$ cat config.mk
export PLATFORM = sky130hd
export DESIGN_NAME = veririsc_prog_loader
export DESIGN_NICKNAME = d
export VERILOG_FILES = /design/src/rtl/veririsc_pkg.sv /design/src/rtl/veririsc_prog_loader.sv
export SDC_FILE = /design/constraint.sdc
export NUM_CORES = 1
export LEC_CHECK = 0
export BUFFER_PORTS_ARGS = -buffer_cell sky130_fd_sc_hd__buf_2
export CORE_MARGIN = 10
export CORE_UTILIZATION = 30
export CTS_CLUSTER_SIZE = 40
export DETAILED_ROUTE_END_ITERATION = 8
export PLACE_DENSITY = 0.52
export SETUP_SLACK_MARGIN = 0.15
export SLEW_MARGIN = 40
export SYNTH_ARGS = -nofsm -noshare
export SYNTH_HDL_FRONTEND = slang
export SYNTH_SLANG_ARGS = --single-unit
$ cat constraint.sdc
create_clock -name clk -period 1.78 [get_ports clk]
set_input_delay 0.534 -clock clk [delete_from_list [all_inputs] [get_ports clk]]
set_output_delay 0.534 -clock clk [all_outputs]
set_load 0.01 [all_outputs]
$ cat src/rtl/veririsc_pkg.sv
// ---------------------------------------------------------------------------
// veririsc_pkg
//   Shared declarations for the VeriRISC codebase slice: default datapath
//   widths and the program-loader FSM state encoding.
// ---------------------------------------------------------------------------
package veririsc_pkg;

    localparam int unsigned LOADER_WIDTH  = 8;  // CPU/memory data width
    localparam int unsigned LOADER_AWIDTH = 5;  // memory address width

    // CHECK is only reachable when LOADER_CHECKSUM_EN is defined.
    typedef enum logic [1:0] {
        ST_IDLE  = 2'd0,
        ST_LOAD  = 2'd1,
        ST_CHECK = 2'd2,
        ST_RUN   = 2'd3
    } loader_state_e;

endpackage : veririsc_pkg

$ cat src/rtl/veririsc_prog_loader.sv
// ---------------------------------------------------------------------------
// veririsc_prog_loader
//   Boot stage for the VeriRISC CPU. Accepts a program image as a word
//   stream on a valid/ready interface, writes it into CPU memory and holds
//   the CPU in reset until the whole image has been written.
//
//   Configuration macro: LOADER_CHECKSUM_EN
//     defined   : an extra checksum word (sum of image words mod 2**WIDTH)
//                 follows the image; a mismatch sets the sticky err flag and
//                 returns to IDLE with the CPU kept in reset.
//     undefined : no CHECK state, err tied to 0.
//
//   Ports
//     clk, rst   : clock (rising edge), asynchronous active-high reset
//     start      : one-cycle pulse requesting a (re)load
//     in_valid / in_data / in_ready : image word stream
//     mem_wr / mem_addr / mem_data  : memory write port, one pulse per word
//     cpu_rst    : active-high CPU reset
//     cpu_halt   : CPU halt flag, status only
//     busy       : loading (LOAD or CHECK)
//     done       : image loaded and CPU released (RUN)
//     err        : sticky checksum mismatch
//   All outputs are registered.
// ---------------------------------------------------------------------------
module veririsc_prog_loader
    import veririsc_pkg::*;
#(
    parameter int unsigned WIDTH  = LOADER_WIDTH,
    parameter int unsigned AWIDTH = LOADER_AWIDTH,
    parameter int unsigned DEPTH  = (1 << AWIDTH)   // must be <= 2**AWIDTH
) (
    input  logic              clk,
    input  logic              rst,
    input  logic              start,
    input  logic              in_valid,
    input  logic [WIDTH-1:0]  in_data,
    output logic              in_ready,
    output logic              mem_wr,
    output logic [AWIDTH-1:0] mem_addr,
    output logic [WIDTH-1:0]  mem_data,
    output logic              cpu_rst,
    input  logic              cpu_halt,
    output logic              busy,
    output logic              done,
    output logic              err
);

    localparam logic [AWIDTH:0] LAST_IDX = (AWIDTH + 1)'(DEPTH - 1);

    loader_state_e     state_q, state_d;
    logic [AWIDTH:0]   cnt_q, cnt_d;
    logic              in_ready_q, in_ready_d;
    logic              mem_wr_q, mem_wr_d;
    logic [AWIDTH-1:0] mem_addr_q, mem_addr_d;
    logic [WIDTH-1:0]  mem_data_q, mem_data_d;
    logic              cpu_rst_q, cpu_rst_d;
    logic              busy_q, busy_d;
    logic              done_q, done_d;
    logic              accept;

`ifdef LOADER_CHECKSUM_EN
    logic [WIDTH-1:0]  sum_q, sum_d;
    logic              err_q, err_d;
`endif

    // cpu_halt is informational only; it never steers the FSM.
    logic halt_unused;
    assign halt_unused = cpu_halt;

    // in_ready_q is the registered decode of LOAD/CHECK, so the handshake
    // uses exactly the value the upstream sees.
    assign accept = in_valid && in_ready_q;

    always_comb begin
        state_d    = state_q;
        cnt_d      = cnt_q;
        mem_wr_d   = 1'b0;
        mem_addr_d = mem_addr_q;
        mem_data_d = mem_data_q;
`ifdef LOADER_CHECKSUM_EN
        sum_d      = sum_q;
        err_d      = err_q;
`endif

        case (state_q)
            ST_IDLE, ST_RUN: begin
                if (start) begin
                    state_d = ST_LOAD;
                    cnt_d   = '0;
`ifdef LOADER_CHECKSUM_EN
                    sum_d   = '0;
                    err_d   = 1'b0;
`endif
                end
            end

            ST_LOAD: begin
                if (accept) begin
                    mem_wr_d   = 1'b1;
                    mem_addr_d = cnt_q[AWIDTH-1:0];
                    mem_data_d = in_data;
                    cnt_d      = cnt_q + 1'b1;
`ifdef LOADER_CHECKSUM_EN
                    sum_d      = sum_q + in_data;
                    if (cnt_q == LAST_IDX) begin
                        state_d = ST_CHECK;
                    end
`else
                    if (cnt_q == LAST_IDX) begin
                        state_d = ST_RUN;
                    end
`endif
                end
            end

`ifdef LOADER_CHECKSUM_EN
            ST_CHECK: begin
                // The checksum word is consumed but never written to memory.
                if (accept) begin
                    if (in_data == sum_q) begin
                        state_d = ST_RUN;
                    end else begin
                        state_d = ST_IDLE;
                        err_d   = 1'b1;
                    end
                end
            end
`endif

            default: state_d = ST_IDLE;
        endcase

        in_ready_d = (state_d == ST_LOAD) || (state_d == ST_CHECK);
        busy_d     = in_ready_d;
        // Release the CPU only once RUN has already been held for a cycle:
        // the final mem_wr pulse occupies the first RUN cycle, so the CPU
        // leaves reset on the cycle after that write.
        done_d     = (state_q == ST_RUN) && (state_d == ST_RUN);
        cpu_rst_d  = !done_d;
    end

    always_ff @(posedge clk or posedge rst) begin
        if (rst) begin
            state_q    <= ST_IDLE;
            cnt_q      <= '0;
            in_ready_q <= 1'b0;
            mem_wr_q   <= 1'b0;
            mem_addr_q <= '0;
            mem_data_q <= '0;
            cpu_rst_q  <= 1'b1;
            busy_q     <= 1'b0;
            done_q     <= 1'b0;
        end else begin
            state_q    <= state_d;
            cnt_q      <= cnt_d;
            in_ready_q <= in_ready_d;
            mem_wr_q   <= mem_wr_d;
            mem_addr_q <= mem_addr_d;
            mem_data_q <= mem_data_d;
            cpu_rst_q  <= cpu_rst_d;
            busy_q     <= busy_d;
            done_q     <= done_d;
        end
    end

`ifdef LOADER_CHECKSUM_EN
    always_ff @(posedge clk or posedge rst) begin
        if (rst) begin
            sum_q <= '0;
            err_q <= 1'b0;
        end else begin
            sum_q <= sum_d;
            err_q <= err_d;
        end
    end

    assign err = err_q;
`else
    assign err = 1'b0;
`endif

    assign in_ready = in_ready_q;
    assign mem_wr   = mem_wr_q;
    assign mem_addr = mem_addr_q;
    assign mem_data = mem_data_q;
    assign cpu_rst  = cpu_rst_q;
    assign busy     = busy_q;
    assign done     = done_q;

endmodule : veririsc_prog_loader

==> run summary <==
======================================================================================
Clock latency on the worst-skew pair                                           0.26 ns
Number of iterations in the first detailed-routing pass                              4
Setup slack of the worst register-to-register path                              0.1 ns
Highest-count cells in the layout ignoring fill and taps                  43 x sky130_fd_sc_hd__nand2_1, 29 x sky130_fd_sc_hd__buf_2, 23 x sky130_fd_sc_hd__dfrtp_1
Number of I/O pins                                                                  32
Clock Tree Buf Depth                                                                 2
Number of nets in the layout                                                       180
Net count after synthesis                                                          135
Post-synth EDFFs                                                                     0
Pint                                                                           1490 uW
# hold bufs at CTS                                                                   0
Sum of negative setup slack                                                       0 ns
Standard-cell row count                                                             22
Kind of critical path                                                     register to register
Residual overflow from global routing                                                0
Fraction of layout cells with a size suffix above 1                              41.3%
Iteration-0 DRC Markers                                                             40
Fmax                                                                         0.594 GHz
Sinks on Clock Net                                                                  25
Number of distinct standard cells referenced by the synthesized netlist             34
Post-Syn Area                                                                 1140 um2
Number of nets with antenna violations after routing                                 0
Yosys synthesis warning count                                                        0
Critical Path RT                                                               1.94 ns
Layout filler cell count                                                           354
Initial antenna violation count                                                      0
Core Box Area                                                                 3660 um2
Max IR drop VDD                                                             0.000389 V
Prevailing post-synth register cell                                       sky130_fd_sc_hd__dfrtp_1
Critical Path Start Type                                                      register
Class of the tightest hold or removal check                               input pin to asynchronous set/reset pin
Fraction of synthesis flops using an asynchronous set or reset pin                100%
Largest net degree at the start of global routing                                   22
Total buffers and inverters traversed by the critical path                           1
Commonest non-fill, non-tap cell in the layout                            sky130_fd_sc_hd__nand2_1
Worst hold slack across all endpoints                                         0.229 ns
Critical path's slowest cell                                              sky130_fd_sc_hd__or4b_4
Vertical extent of the die                                                     81.5 um
Number of global-route vias before repair                                          951
DRC viols                                                                            0
Final number of max-transition violations                                            0
Power density normalized to cell area                                      1540 nW/um2
Average wire per cell in the routed design                                     12.7 um
Leading post-synthesis cells by cell area                                 sky130_fd_sc_hd__dfrtp_1 53%, sky130_fd_sc_hd__nand2_1 14%, sky130_fd_sc_hd__ha_1 6.6%, sky130_fd_sc_hd__dfstp_2 2.3%, sky130_fd_sc_hd__mux2i_1 1.8%
HPWL reported at the end of detailed placement                                 1950 um
Setup clock skew after layout                                               0.00857 ns
Global-route wire length before repair                                         4260 um
Worst endpoint data arrival time                                               1.84 ns
Sw Share                                                                         37.7%
Unrepaired setup endpoints after global routing                                   true
Total of max-cap violations                                                          0
Mean Syn Cell Area                                                            9.79 um2
Layout overhead on the synthesized area                                          36.2%
Horiz. Die Dim                                                                 81.5 um
Post-layout minimum cycle time                                                 1.68 ns
Delay contributed by the slowest stage of the critical path                    0.50 ns
Synth area leader                                                         sky130_fd_sc_hd__dfrtp_1
Total GRT Usage                                                                  7.80%
Num CTS Buffers                                                                      3
Category of the worst setup path capture point                                register
Combinational group share of total power                                         46.1%
Status                                                                    complete, no violations
Share of the synthesized area in the top cell type                               52.9%
Fraction of the core area covered by cells at the end of the flow                42.3%
Via density                                                                       4.47
TritonCTS clock tree                                                               yes
Final period util                                                                94.5%
Last weighted congestion value of the routability-driven placer                  0.733
Number of H-tree branching levels                                                    1
Power share of the sequential group                                              40.3%
Reg clk slew, reported paths                                                   0.09 ns
Critical path's top delay family                                          simple AND/OR/NAND/NOR gates
Routed WL                                                                      2640 um
Clock power share                                                                13.6%
Via count                                                                          929
CTS Root Cell                                                             sky130_fd_sc_hd__clkbuf_8
IO buf count                                                                        29
Final number of setup-violating endpoints                                            0
Inserted Diodes                                                                      0
Starting density of the core                                                     31.0%
Total net switching power                                                       901 uW
Gate count after technology mapping                                                116
Flip-flop and latch count after synthesis                                           25
Cell chain of the critical path                                           inv_2 -> ha_4 -> nand3_2 -> or4b_4 -> a21oi_4 -> ha_1
Leakage                                                                    0.000796 uW
Total Die Area                                                                6650 um2
Final Hold Violating Endpoints                                                       0
Critical Path Fanout Max                                                             2
Share of synthesized area occupied by flip-flops and latches                     55.2%
======================================================================================
Yosys cell counts, types with 2 or more instances:
| cell | number |
|---|---|
| sky130_fd_sc_hd__a21oi_1 | 2 |
| sky130_fd_sc_hd__o21ai_0 | 4 |
| sky130_fd_sc_hd__inv_1 | 5 |
| sky130_fd_sc_hd__nand3_1 | 3 |
| sky130_fd_sc_hd__buf_4 | 2 |
| sky130_fd_sc_hd__ha_1 | 6 |
| sky130_fd_sc_hd__nand2_1 | 43 |
| sky130_fd_sc_hd__dfrtp_1 | 24 |
| sky130_fd_sc_hd__mux2i_1 | 2 |
power groups by stage:
| stage | combinational, uW | clock [uW] | sequential, uW |
|---|---|---|---|
| after floorplan | 544 | 0 | 1030 |
| after global placement | 953 | 0 | 962 |
| after detailed placement | 966 | 0 | 973 |
| after CTS | 990 | 340 | 961 |
| after global routing | 1260 | 370 | 999 |
| final | 1100 | 324 | 963 |
cell type report:
| class | instances | area, um2 | share of cell area, % |
|---|---|---|---|
| well taps | 48 | 60.1 | 3.88 |
| repair buffers | 46 | 277 | 17.9 |
| inverters | 6 | 26.3 | 1.70 |
| clock inverters | 1 | 5.00 | 0.323 |
| multi-input cells | 79 | 510 | 33.0 |
| clock buffers | 3 | 41.3 | 2.67 |
| flip-flops and latches | 25 | 628 | 40.6 |
state kept, by name, indices dropped and copies added, names as in the netlist:
register  count
cnt_q         6
done          1
cpu_rst       1
busy          1
state_q       2
mem_wr        1
mem_data      8
mem_addr      5
path summary, 6_finish.rpt:
check                                          end  cells after the start                     from
setup reg to reg                    busy$_DFF_PP0_                      6     state_q[1]$_DFF_PP0_
setup / recovery                    busy$_DFF_PP0_                      6     state_q[1]$_DFF_PP0_
max in group asynchronous     cnt_q[3]$_DFFE_PP0P_                      3                      rst
min in group clk           mem_data[2]$_DFFE_PP0P_                      3               in_data[2]
hold reg to reg            mem_addr[3]$_DFFE_PP0P_                      2  mem_addr[3]$_DFFE_PP0P_
hold / removal             mem_data[6]$_DFFE_PP0P_                      2                      rst
stage by stage:
| stage | cells | setup WS (ns) | total power, uW | instance area [um2] |
|---|---|---|---|---|
| 2_1_floorplan | 116 | 0.0411 | 1580 | 1170 |
| 3_3_place_gp | 193 | 0.00713 | 1910 | 1380 |
| 3_5_place_dp | 193 | -0.0150 | 1940 | 1380 |
| 4_1_cts | 199 | 0.0557 | 2290 | 1450 |
| 5_1_grt | 208 | 0.0192 | 2630 | 1550 |
| 6_report | 208 | 0.0976 | 2390 | 1550 |
worst reg2reg max path: cells and delay by family (launching register included):
kind	cells	cell delay [ns]
adders and majority gates	2	0.37
AOI/OAI and AO/OA	1	0.14
DFF	1	0.41
buffers and inverters	1	0.09
and+or+nand+nor	2	0.56
metal layers:
metal / global-route usage, % / wire length, um / vias up / share of wire (%)
met5: 0 / 0 / - / 0
met4: 2.08 / 13 / 0 / 0.49
met2: 13.0 / 1150 / 28 / 44
met1: 8.92 / 1170 / 436 / 44
li1: - / - / 463 / -
met3: 3.38 / 301 / 2 / 11
logic make-up (layout without fill, tap and decap cells):
family          count (synthesis)  count (layout)  synth area share [%]
flops                          25              25                  55.2
fa+ha+maj                       6               6                  6.61
compound gates                 13              13                  7.82
buf+inv                        12              56                  5.39
mux                             2               2                  1.76
simple gates                   57              57                  22.9
other cells                     1               1                 0.330
repair_timing:
item | 4_1_cts | 5_1_grt
gates cloned | 0 | 0
pin swaps | 3 | 7
endpoints found under the setup margin | 5 | 17
endpoints found under the hold margin | 0 | 0
gates resized for setup | 1 | 8
setup buffers | 2 | 9
(Power assumes the default switching activity.)
